### src/rtl/uart_rx_fifo_if.sv
`default_nettype none
// ---------------------------------------------------------------------------
// uart_rx_fifo_if : Z80 I/O read bus between CPU side and the RX FIFO
// Rev 1.0
// ---------------------------------------------------------------------------
interface uart_rx_fifo_if;
  logic [15:0] a;
  logic        iorq_n;
  logic        rd_n;
  logic [7:0]  dout;
  logic        oe;

  modport master (
    output a, iorq_n, rd_n,
    input  dout, oe
  );

  modport slave (
    input  a, iorq_n, rd_n,
    output dout, oe
  );
endinterface
`default_nettype wire

### src/rtl/uart_rx_fifo.sv
`default_nettype none
// ---------------------------------------------------------------------------
// uart_rx_fifo : UART receive FIFO on Z80 ports 0x143B (data) / 0x133B (status)
// Optional RTS hysteresis enabled by macro UART_RX_RTS_EN.  Rev 1.0
// ---------------------------------------------------------------------------
module uart_rx_fifo #(
  parameter int DEPTH_LOG2     = 4,
  parameter int RTS_HIGH_WATER = 12,
  parameter int RTS_LOW_WATER  = 4
) (
  input  wire          clk,
  input  wire          rst_n,
  uart_rx_fifo_if.slave bus,
  input  wire  [7:0]   rx_data,
  input  wire          rx_valid,
  input  wire          tx_busy,
  output logic         uart_rts,
  output logic         overflow
);

  localparam int c_DEPTH = 2 ** DEPTH_LOG2;
  localparam logic [DEPTH_LOG2:0] c_FULL = c_DEPTH[DEPTH_LOG2:0];

  logic [7:0]            r_mem [c_DEPTH];
  logic [DEPTH_LOG2-1:0] r_rptr;
  logic [DEPTH_LOG2-1:0] r_wptr;
  logic [DEPTH_LOG2:0]   r_count;
  logic                  r_overflow;
  logic [1:0]            r_rd_sync_n;
  logic                  r_rd_prev;
  logic                  r_rx_seen;
  logic                  r_st_seen;

  logic w_rd_cyc;
  logic w_sel_rx;
  logic w_sel_st;
  logic w_full;
  logic w_empty;
  logic w_rd_synced;
  logic w_fall;
  logic w_do_pop;
  logic w_do_push;
  logic w_ovf_set;
  logic w_st_clr;

  assign w_rd_cyc = ~bus.iorq_n & ~bus.rd_n;
  assign w_sel_rx = w_rd_cyc & (bus.a == 16'h143B);
  assign w_sel_st = w_rd_cyc & (bus.a == 16'h133B);
  assign bus.oe   = w_sel_rx | w_sel_st;

  assign w_full  = (r_count == c_FULL);
  assign w_empty = (r_count == '0);

  always_comb begin
    bus.dout = 8'h00;
    if (w_sel_rx) begin
      bus.dout = w_empty ? 8'h00 : r_mem[r_rptr];
    end else if (w_sel_st) begin
      bus.dout = {4'b0000, r_overflow, w_full, tx_busy, ~w_empty};
    end
  end

  // The bus cycle is synchronised inverted so the idle level resets to 1.
  assign w_rd_synced = ~r_rd_sync_n[1];
  assign w_fall      = r_rd_prev & ~w_rd_synced;
  assign w_do_pop    = w_fall & r_rx_seen & ~w_empty;
  assign w_st_clr    = w_fall & r_st_seen;
  // A pop in the same clock frees a slot, so a push into a full FIFO is kept.
  assign w_do_push   = rx_valid & (~w_full | w_do_pop);
  assign w_ovf_set   = rx_valid & w_full & ~w_do_pop;

  always_ff @(posedge clk or negedge rst_n) begin
    if (!rst_n) begin
      r_rd_sync_n <= 2'b11;
      r_rd_prev   <= 1'b0;
      r_rx_seen   <= 1'b0;
      r_st_seen   <= 1'b0;
    end else begin
      r_rd_sync_n <= {r_rd_sync_n[0], ~w_rd_cyc};
      r_rd_prev   <= w_rd_synced;
      if (w_fall) begin
        r_rx_seen <= 1'b0;
        r_st_seen <= 1'b0;
      end else if (w_rd_synced) begin
        r_rx_seen <= r_rx_seen | w_sel_rx;
        r_st_seen <= r_st_seen | w_sel_st;
      end
    end
  end

  always_ff @(posedge clk or negedge rst_n) begin
    if (!rst_n) begin
      r_rptr     <= '0;
      r_wptr     <= '0;
      r_count    <= '0;
      r_overflow <= 1'b0;
    end else begin
      if (w_do_push) r_wptr <= r_wptr + 1'b1;
      if (w_do_pop)  r_rptr <= r_rptr + 1'b1;
      case ({w_do_push, w_do_pop})
        2'b10:   r_count <= r_count + 1'b1;
        2'b01:   r_count <= r_count - 1'b1;
        default: r_count <= r_count;
      endcase
      if (w_ovf_set)     r_overflow <= 1'b1;
      else if (w_st_clr) r_overflow <= 1'b0;
    end
  end

  always_ff @(posedge clk) begin
    if (w_do_push) r_mem[r_wptr] <= rx_data;
  end

  assign overflow = r_overflow;

`ifdef UART_RX_RTS_EN
  localparam logic [DEPTH_LOG2:0] c_RTS_HI = RTS_HIGH_WATER[DEPTH_LOG2:0];
  localparam logic [DEPTH_LOG2:0] c_RTS_LO = RTS_LOW_WATER[DEPTH_LOG2:0];
  logic r_rts;

  always_ff @(posedge clk or negedge rst_n) begin
    if (!rst_n) begin
      r_rts <= 1'b0;
    end else if (r_count >= c_RTS_HI) begin
      r_rts <= 1'b1;
    end else if (r_count <= c_RTS_LO) begin
      r_rts <= 1'b0;
    end
  end

  assign uart_rts = r_rts;
`else
  assign uart_rts = 1'b0;
`endif

endmodule
`default_nettype wire

### src/flat_wrapper.sv
// flat-port wrapper written by rule: the top's interface ports become plain ports
module uart_rx_fifo_flat 
#(
  parameter int DEPTH_LOG2     = 4,
  parameter int RTS_HIGH_WATER = 12,
  parameter int RTS_LOW_WATER  = 4
)
  (clk, rst_n, rx_data, rx_valid, tx_busy, uart_rts, overflow, bus_a, bus_iorq_n, bus_rd_n, bus_dout, bus_oe);
  uart_rx_fifo_if bus_i ();
  input  wire clk;
  input  wire rst_n;
  input  wire  [7:0] rx_data;
  input  wire rx_valid;
  input  wire tx_busy;
  output logic uart_rts;
  output logic overflow;
  input wire logic [$bits(bus_i.a)-1:0] bus_a;
  input wire logic [$bits(bus_i.iorq_n)-1:0] bus_iorq_n;
  input wire logic [$bits(bus_i.rd_n)-1:0] bus_rd_n;
  output wire logic [$bits(bus_i.dout)-1:0] bus_dout;
  output wire logic [$bits(bus_i.oe)-1:0] bus_oe;
  assign bus_i.a = bus_a;
  assign bus_i.iorq_n = bus_iorq_n;
  assign bus_i.rd_n = bus_rd_n;
  assign bus_dout = bus_i.dout;
  assign bus_oe = bus_i.oe;
  uart_rx_fifo #(.DEPTH_LOG2(DEPTH_LOG2), .RTS_HIGH_WATER(RTS_HIGH_WATER), .RTS_LOW_WATER(RTS_LOW_WATER)) u_core (.clk(clk), .rst_n(rst_n), .bus(bus_i), .rx_data(rx_data), .rx_valid(rx_valid), .tx_busy(tx_busy), .uart_rts(uart_rts), .overflow(overflow));
endmodule
### config.mk
export PLATFORM = sky130hd
export DESIGN_NAME = uart_rx_fifo_flat
export DESIGN_NICKNAME = d
export VERILOG_FILES = /design/src/rtl/uart_rx_fifo_if.sv /design/src/rtl/uart_rx_fifo.sv /design/src/flat_wrapper.sv
export SDC_FILE = /design/constraint.sdc
export NUM_CORES = 1
export LEC_CHECK = 0
export ABC_AREA = 1
export BUFFER_PORTS_ARGS = -buffer_cell sky130_fd_sc_hd__buf_2
export CAP_MARGIN = 30
export CORE_MARGIN = 2
export CORE_UTILIZATION = 30
export CTS_BUF_LIST = sky130_fd_sc_hd__clkbuf_8
export CTS_CLUSTER_DIAMETER = 120
export DETAILED_ROUTE_END_ITERATION = 6
export GPL_ROUTABILITY_DRIVEN = 0
export SETUP_SLACK_MARGIN = 0.2
export SYNTH_ARGS = -nofsm -noshare
export SYNTH_HDL_FRONTEND = slang
export SYNTH_SLANG_ARGS = --single-unit
export TNS_END_PERCENT = 100
### constraint.sdc
create_clock -name clk -period 3.1 [get_ports clk]
set_input_delay 0.155 -clock clk [delete_from_list [all_inputs] [get_ports clk]]
set_output_delay 0.155 -clock clk [all_outputs]
set_load 0.02 [all_outputs]
==> results of run 1 <==
-- cell usage in the layout (no fill, tap or decap), types with 3 or more instances in the layout --
master / n
nor3_1: 17
buf_4: 20
buf_12: 3
clkinv_2: 3
inv_1: 51
nand2_1: 150
clkinvlp_4: 5
nand2_4: 3
nor2_1: 74
bufinv_16: 3
a21oi_1: 8
dlygate4sd3_1: 3
o211ai_1: 10
clkbuf_8: 17
edfxtp_1: 128
xor2_1: 8
inv_2: 3
buf_2: 39
o21ai_0: 51
ha_1: 8
nand3_1: 40
dfrtp_1: 16
nor2_2: 4
-- worst min-delay path, delay by kind of cell --
kind / cells / cell delay, ns
and+or+nand+nor: 2 / 0.15
buffers and inverters: 1 / 0.14
-- power groups by stage --
stage / Combinational [mW] / Clock (mW) / Sequential [mW]
after global routing: 1.34 / 1.61 / 2.50
after CTS: 1.18 / 1.53 / 2.48
after detailed placement: 1.17 / 0 / 2.53
after floorplan: 0.825 / 0 / 2.51
after global placement: 1.16 / 0 / 2.52
final: 1.17 / 1.50 / 2.48
-- metrics by stage --
stage | util [%] | power, mW | hold WS [ns] | setup slack (ns)
finish | 35.5 | 5.16 | 0.0356 | 0.570
global route | 35.5 | 5.45 | 0.0186 | 0.222
CTS | 35.5 | 5.20 | 0.0107 | 0.511
detailed placement | 33.4 | 3.70 | 0.121 | 0.554
global placement | 33.4 | 3.68 | 0.131 | 0.631
floorplan | - | 3.34 | -0.141 | 0.820
-- registers in the layout, summed over array words and instances (netlist names) --
register            flops
u_core.overflow         1
u_core.r_wptr           4
u_core.r_rd_sync_n      2
u_core.r_count          5
u_core.r_mem          128
u_core.r_rd_prev        1
u_core.r_st_seen        1
u_core.r_rptr           4
u_core.r_rx_seen        1
-- per-layer routing --
metal,track usage (%),routed length (µm),vias up
met4,4.49,204,0
met3,2.90,584,9
met2,22.4,7320,94
met5,0,0,-
met1,17.9,6840,2105
li1,-,-,2170
-- cell families after synthesis --
kind of cell	share of synthesized area (%)
adder cells (fa/ha/maj)	1.72
other	0.0574
AO/OA/AOI/OAI	6.19
buffers and inverters	5.96
flip-flops	66.2
XOR/XNOR	1.34
AND/OR/NAND/NOR	18.6
-- cell type report --
type | count | area (µm²)
Fill cell | 2129 | 13700
Inverter | 54 | 203
Sequential cell | 147 | 4320
Timing Repair Buffer | 65 | 435
Tap cell | 275 | 344
Clock buffer | 17 | 234
Multi-Input combinational cell | 386 | 1830
Clock inverter | 15 | 168
-- path summary, 6_finish.rpt --
kind / endpoint / slack (ns) / cells after the start
worst max-delay path: u_core.r_count[4]$_DFFE_PN0P_ / 0.57 / 17
worst min-delay path: u_core.r_wptr[3]$_DFFE_PN0P_ / 0.04 / 3
worst max register to register: u_core.r_count[4]$_DFFE_PN0P_ / 0.57 / 17
worst min register to register: u_core.r_rd_sync_n[1]$_DFF_PN1_ / 0.36 / 0
max in group asynchronous: u_core.r_rd_sync_n[0]$_DFF_PN1_ / 2.58 / 2
min in group asynchronous: u_core.r_count[4]$_DFFE_PN0P_ / 0.19 / 2
-- repair_timing --
action	4_1_cts	5_1_grt
endpoints found under the hold margin	20	0
endpoints found under the setup margin	0	1
hold buffers	3	0
resized for setup	0	2
==> key figures, run 1 <==
Status
  – Status: finished, final reports clean

CTS
  – CTS Root Buffer Type: clkbuf_8
  – Htree depth: 4
  – TritonCTS Buffers: 17
  – Clock transition at path regs: 0.08 ns
  – Longest Clk Path Bufs: 2
  – Clk Latency, worst-skew pair: 0.43 ns
  – CTS tree: done
  – Post-CTS Setup Bufs: 0
  – Clk sinks: 147

Final layout
  – Final #Nets: 710
  – Area grow syn2layout: 15.3%
  – Post-route cell area: 0.00753 mm²
  – Diode count: 0
  – Cell Count, Final, Fillers Out: 959
  – Share of layout cells above drive strength 1: 15.8%

STA
  – Fin crit share: 81.6%
  – Final setup violation count: 0
  – Layout Skew: 0.00964 ns
  – RSZ-0062 raised after global routing: no
  – Crit path time final: 2.53 ns
  – Final-report max-slew violation count: 0
  – Post-route setup TNS: 0 ns
  – Fin. Hold Viols: 0
  – Slew headroom: 58.3%
  – Tightest Pin Transition: 0.622 ns
  – Max Freq: 0.395 GHz

Critical path
  – Crit-path leading delay family: simple AND/OR/NAND/NOR gates
  – Cell Chain, Critical Path: nor2_1 > nand2_1 > nor2_2 > inv_2 > nand2_4 > nand2_4 > nand2_4 > ha_2 > xor2_1 > ha_1 > inv_1 > nand2_1 > nand3_1 > nand3_1 > nand2_1 > nand2_1 > o21ai_0
  – Crit path from: u_core.r_count[3]$_DFFE_PN0P_
  – Max FO, Critical Path: 23
  – Worst path max stage delay: 0.41 ns
  – WP buf/inv: 2
  – WP data arrival: 2.85 ns
  – Crit. End Element: flip-flop
  – CP Launch Type: flip-flop
  – CP max stage cell: dfrtp_1
  – CP Class: flip-flop to flip-flop
  – Critical R2R Launch: u_core.r_count[3]$_DFFE_PN0P_
  – Crit-path most repeated cell: nand2_1
  – Required @ worst endpoint: 3.42 ns

Floorplanning
  – Die X: 152 µm
  – IO Count: 41
  – # rows: 53
  – Die area: 0.0230 mm²
  – Die H: 152 µm
  – Starting Density: 30.8%
  – Core ar.: 0.0212 mm²

Synthesis
  – Synth Flop Type: edfxtp_1
  – Synthesized cell area: 0.00653 mm²
  – Yosys cell types: 32
  – Sequential share of the synthesized area: 66.2%
  – #FFs+latches synth: 147
  – Area fraction of the dominant cell type after synthesis: 58.9%
  – Cells after Synth: 615
  – Top-count cell post-synth: nand2_1
  – Top post-synthesis cells by area: edfxtp_1 59%, nand2_1 8.6%, dfrtp_1 6.5%, nor2_1 4.3%, o21ai_0 3.9%
  – Yosys warns: 0
  – Syn Nets: 654
  – Ys async rst share: 12.9%
  – Syn avg cell area: 10.6 µm²
  – Synth top cells by count: 150 x nand2_1, 128 x edfxtp_1, 75 x nor2_1, 51 x o21ai_0, 50 x inv_1
  – EDFF count, synth: 128
  – Yosys top cell by area: edfxtp_1

Power
  – Comb power frac: 22.7%
  – Switch Pwr: 1.60 mW
  – Internal power contribution: 3.55 mW
  – Peak supply drop: 0.262 mV
  – Reg power frac: 48.1%
  – Net Sw Frac: 31.1%
  – PD cells: 684 mW/mm²
  – Clk pwr share: 29.2%
  – Leakage power: 2.99 nW

Routing
  – Via/cell ratio: 4.57
  – Final wirelength: 14900 µm
  – # DRC: 0
  – DR WL/cell: 15.6 µm
  – DR iter-0 viols: 344
  – Via count: 4378
  – Drt pass-1 iters: 5
  – Remaining antenna violation count: 0

GRT
  – Gr ovfl total: 0
  – First-pass GRT wire length: 23300 µm
  – GRT Total Usage: 13.6%
  – Number of global-route vias before repair: 4183
  – Initial antenna violation count: 0
  – Largest net degree at the start of global routing: 73

Hold path
  – Worst Min Path Start: rx_valid
  – Worst Hold Class: primary input to flip-flop

Place
  – Dpl cells: 924
  – Placed wire-length estimate: 9550 µm
  – Input/output buffers: 39
  – Placed instance area: 0.00710 mm²

Run
  – Max_cap viols: 0
Note: power is estimated with default switching activity, not from simulation.
==> run 2: changes to the inputs <==
==> constraint.sdc (replaced) <==
create_clock -name clk -period 2.3 [get_ports clk]
set_input_delay 0.115 -clock clk [delete_from_list [all_inputs] [get_ports clk]]
set_output_delay 0.115 -clock clk [all_outputs]
set_load 0.02 [all_outputs]
==> run 2 against run 1 <==
Effect of this change:
- non-clock buffer count up 33
- routed wire length up 12%
- combinational power up 98%
- flip-flop and latch count unchanged
- cell area up 9.4%
- via count up 6.8%
- clock skew up 0.0013 ns
- global-route usage up 0.98 points
- highest routed layer unchanged
- setup slack worse by 0.46 ns
- sequential power up 35%
- power up 46%
==> key figures, run 2 (synthesis gave the netlist of run 1 again) <==
Routing
  – DR WL/cell: 16.8 µm (+7.9%)
  – Final wirelength: 16700 µm (+12%)
  – Drt pass-1 iters: 5 (unchanged)
  – Via/cell ratio: 4.71 (+3.3%)
  – Remaining antenna violation count: 0 (unchanged)
  – Via count: 4677 (+6.8%)
  – DR iter-0 viols: 394 (+15%)
  – # DRC: 0 (unchanged)

Floorplanning
  – Die X: 152 µm (unchanged)
  – Core ar.: 0.0212 mm² (unchanged)
  – IO Count: 41 (unchanged)
  – Die area: 0.0230 mm² (unchanged)
  – # rows: 53 (unchanged)
  – Die H: 152 µm (unchanged)
  – Starting Density: 30.8% (unchanged)

GRT
  – Initial antenna violation count: 0 (unchanged)
  – First-pass GRT wire length: 24600 µm (+5.6%)
  – Gr ovfl total: 0 (unchanged)
  – Largest net degree at the start of global routing: 30 (-59%)
  – GRT Total Usage: 14.6% (+0.98 points)
  – Number of global-route vias before repair: 4468 (+6.8%)

Critical path
  – CP Class: flip-flop to output port
  – CP Launch Type: flip-flop
  – Cells on worst reg2reg path: 15 (-2)
  – Capture point of the worst path: bus_dout[6]
  – WP data arrival: 2.07 ns (-0.78 ns)
  – Required @ worst endpoint: 2.18 ns (-1.24 ns)
  – Reg2Reg Setup Slack: 0.12 ns (-0.45 ns)
  – Max FO, Critical Path: 14 (-39%)
  – Critical R2R Launch: u_core.r_rd_sync_n[1]$_DFF_PN1_
  – Crit path from: u_core.r_rptr[0]$_DFFE_PN0P_
  – Critical R2R Capture: u_core.r_count[4]$_DFFE_PN0P_
  – Crit. End Element: output port

Final layout
  – Most common cell after layout, fill and taps aside: nand2_1
  – Most frequent cells in the layout: 133 x nand2_1, 128 x edfxtp_1, 64 x nor2_1
  – Post-route cell area: 0.00824 mm² (+9.4%)
  – Max reg flops: 128 (unchanged)
  – Final core area utilization: 38.8% (+3.3 points)
  – Cell Count, Final, Fillers Out: 992 (+3.4%)
  – Share of layout cells above drive strength 1: 28.0% (+12 points)
  – Biggest regs: u_core.r_mem x128, u_core.r_count x5
  – Area grow syn2layout: 26.2%
  – Reg with most FFs: u_core.r_mem
  – Diode count: 0 (unchanged)
  – Final #Nets: 743 (+4.6%)

Power
  – Leakage power: 3.23 nW (+8.2%)
  – Peak supply drop: 0.429 mV (+64%)
  – PD cells: 910 mW/mm² (+33%)

STA
  – Setup WS post-layout: 0.113 ns (-0.456 ns)
  – Layout Skew: 0.0109 ns (+0.00127 ns)
  – Fin. Hold Viols: 0 (unchanged)
  – Final-report max-slew violation count: 0 (unchanged)
  – Hold WS: 0.0674 ns (+0.0318 ns)
  – Fin crit share: 95.1%
  – RSZ-0062 raised after global routing: yes
  – Final setup violation count: 0 (unchanged)
  – Crit path time final: 2.19 ns
  – Max Freq: 0.457 GHz

CTS
  – Clk sinks: 147 (unchanged)
  – Htree depth: 4 (unchanged)
  – Clk Latency, worst-skew pair: 0.45 ns (+0.02 ns)
  – CTS Root Buffer Type: clkbuf_8
  – Longest Clk Path Bufs: 2 (unchanged)
  – Clock transition at path regs: 0.09 ns (about the same)
  – TritonCTS Buffers: 17 (unchanged)
  – CTS tree: done

Place
  – Dpl cells: 930 (+0.65%)
  – Input/output buffers: 39 (unchanged)
  – Placed wire-length estimate: 9770 µm (+2.2%)
  – Dpl ws: 0.0172 ns (-0.537 ns)
  – Placed instance area: 0.00715 mm² (+0.81%)

Status
  – Status: finished, final reports clean

Hold path
  – Worst Hold Class: primary input to flip-flop

Run
  – Max_cap viols: 0 (unchanged)
## run 2: changes by cell type in the layout (fill, tap and decap cells not counted), moves of 10 or more
cell	change
nor2_1	-10
buf_6	+14
o21ai_0	-15
nand2_1	-17
buf_4	+17
nand3_2	+15
nand3_1	-18
nand2_2	+16
o21ai_1	+14
## run 2: area by class of cell
type                    count  area, µm²
repair buffers             98        918
clock inverters            15        121
flip-flops and latches    147       4320
multi-input cells         386       2090
fillers                  2005      13000
clock buffers              17        234
well taps                 275        344
inverters                  54        208
## run 2: metrics by stage
step,power (mW),setup TNS (ns)
after floorplan,4.50,0
after global placement,4.98,0
after detailed placement,5.03,0
after CTS,7.18,0
after global routing,7.90,-0.0532
final,7.50,0
## run 2: worst min-delay path by stage
stage	slack (ns)	cells after the start	end	start
detailed placement	0.09	1	u_core.r_st_seen$_DFFE_PN0P_	rst_n
CTS	0.03	1	u_core.r_mem[9][0]$_DFFE_PP_	rx_data[0]
floorplan	-0.18	0	u_core.overflow$_DFFE_PN0P_	rst_n
global placement	0.09	1	u_core.overflow$_DFFE_PN0P_	rst_n
finish	0.07	1	u_core.r_mem[9][0]$_DFFE_PP_	rx_data[0]
global route	0.04	1	u_core.r_mem[9][0]$_DFFE_PP_	rx_data[0]
## run 2: power breakdown
| group | total (mW) | switching (mW) | internal, mW |
|---|---|---|---|
| logic | 2.32 | 1.37 | 0.956 |
| clock network | 1.83 | 1.06 | 0.773 |
| registers | 3.35 | 0.141 | 3.21 |
## run 2: per-layer routing
metal / global-route usage [%] / up-vias / share of wire (%)
met5: 0 / - / 0
met2: 24.7 / 137 / 51
met4: 5.23 / 0 / 1.9
li1: - / 2244 / -
met1: 18.3 / 2272 / 41
met3: 3.32 / 24 / 5.8
## run 2: what timing repair did
action,CTS,global route
buffers inserted,13,7
gates cloned,3,4
setup endpoints to repair,11,11
resized for setup,46,69
pin swaps,17,40
hold endpoints to repair,23,0
hold buffers,3,0
## run 2: critical path, cell delays in order (launching register included)
cell and delay (ns):
dfrtp_2 0.51, buf_12 0.17, buf_16 0.15, nor2_1 0.09
nor2_1 0.04, o21ai_0 0.10, o211ai_1 0.17, a21oi_2 0.20
nor2_4 0.06, buf_6 0.13
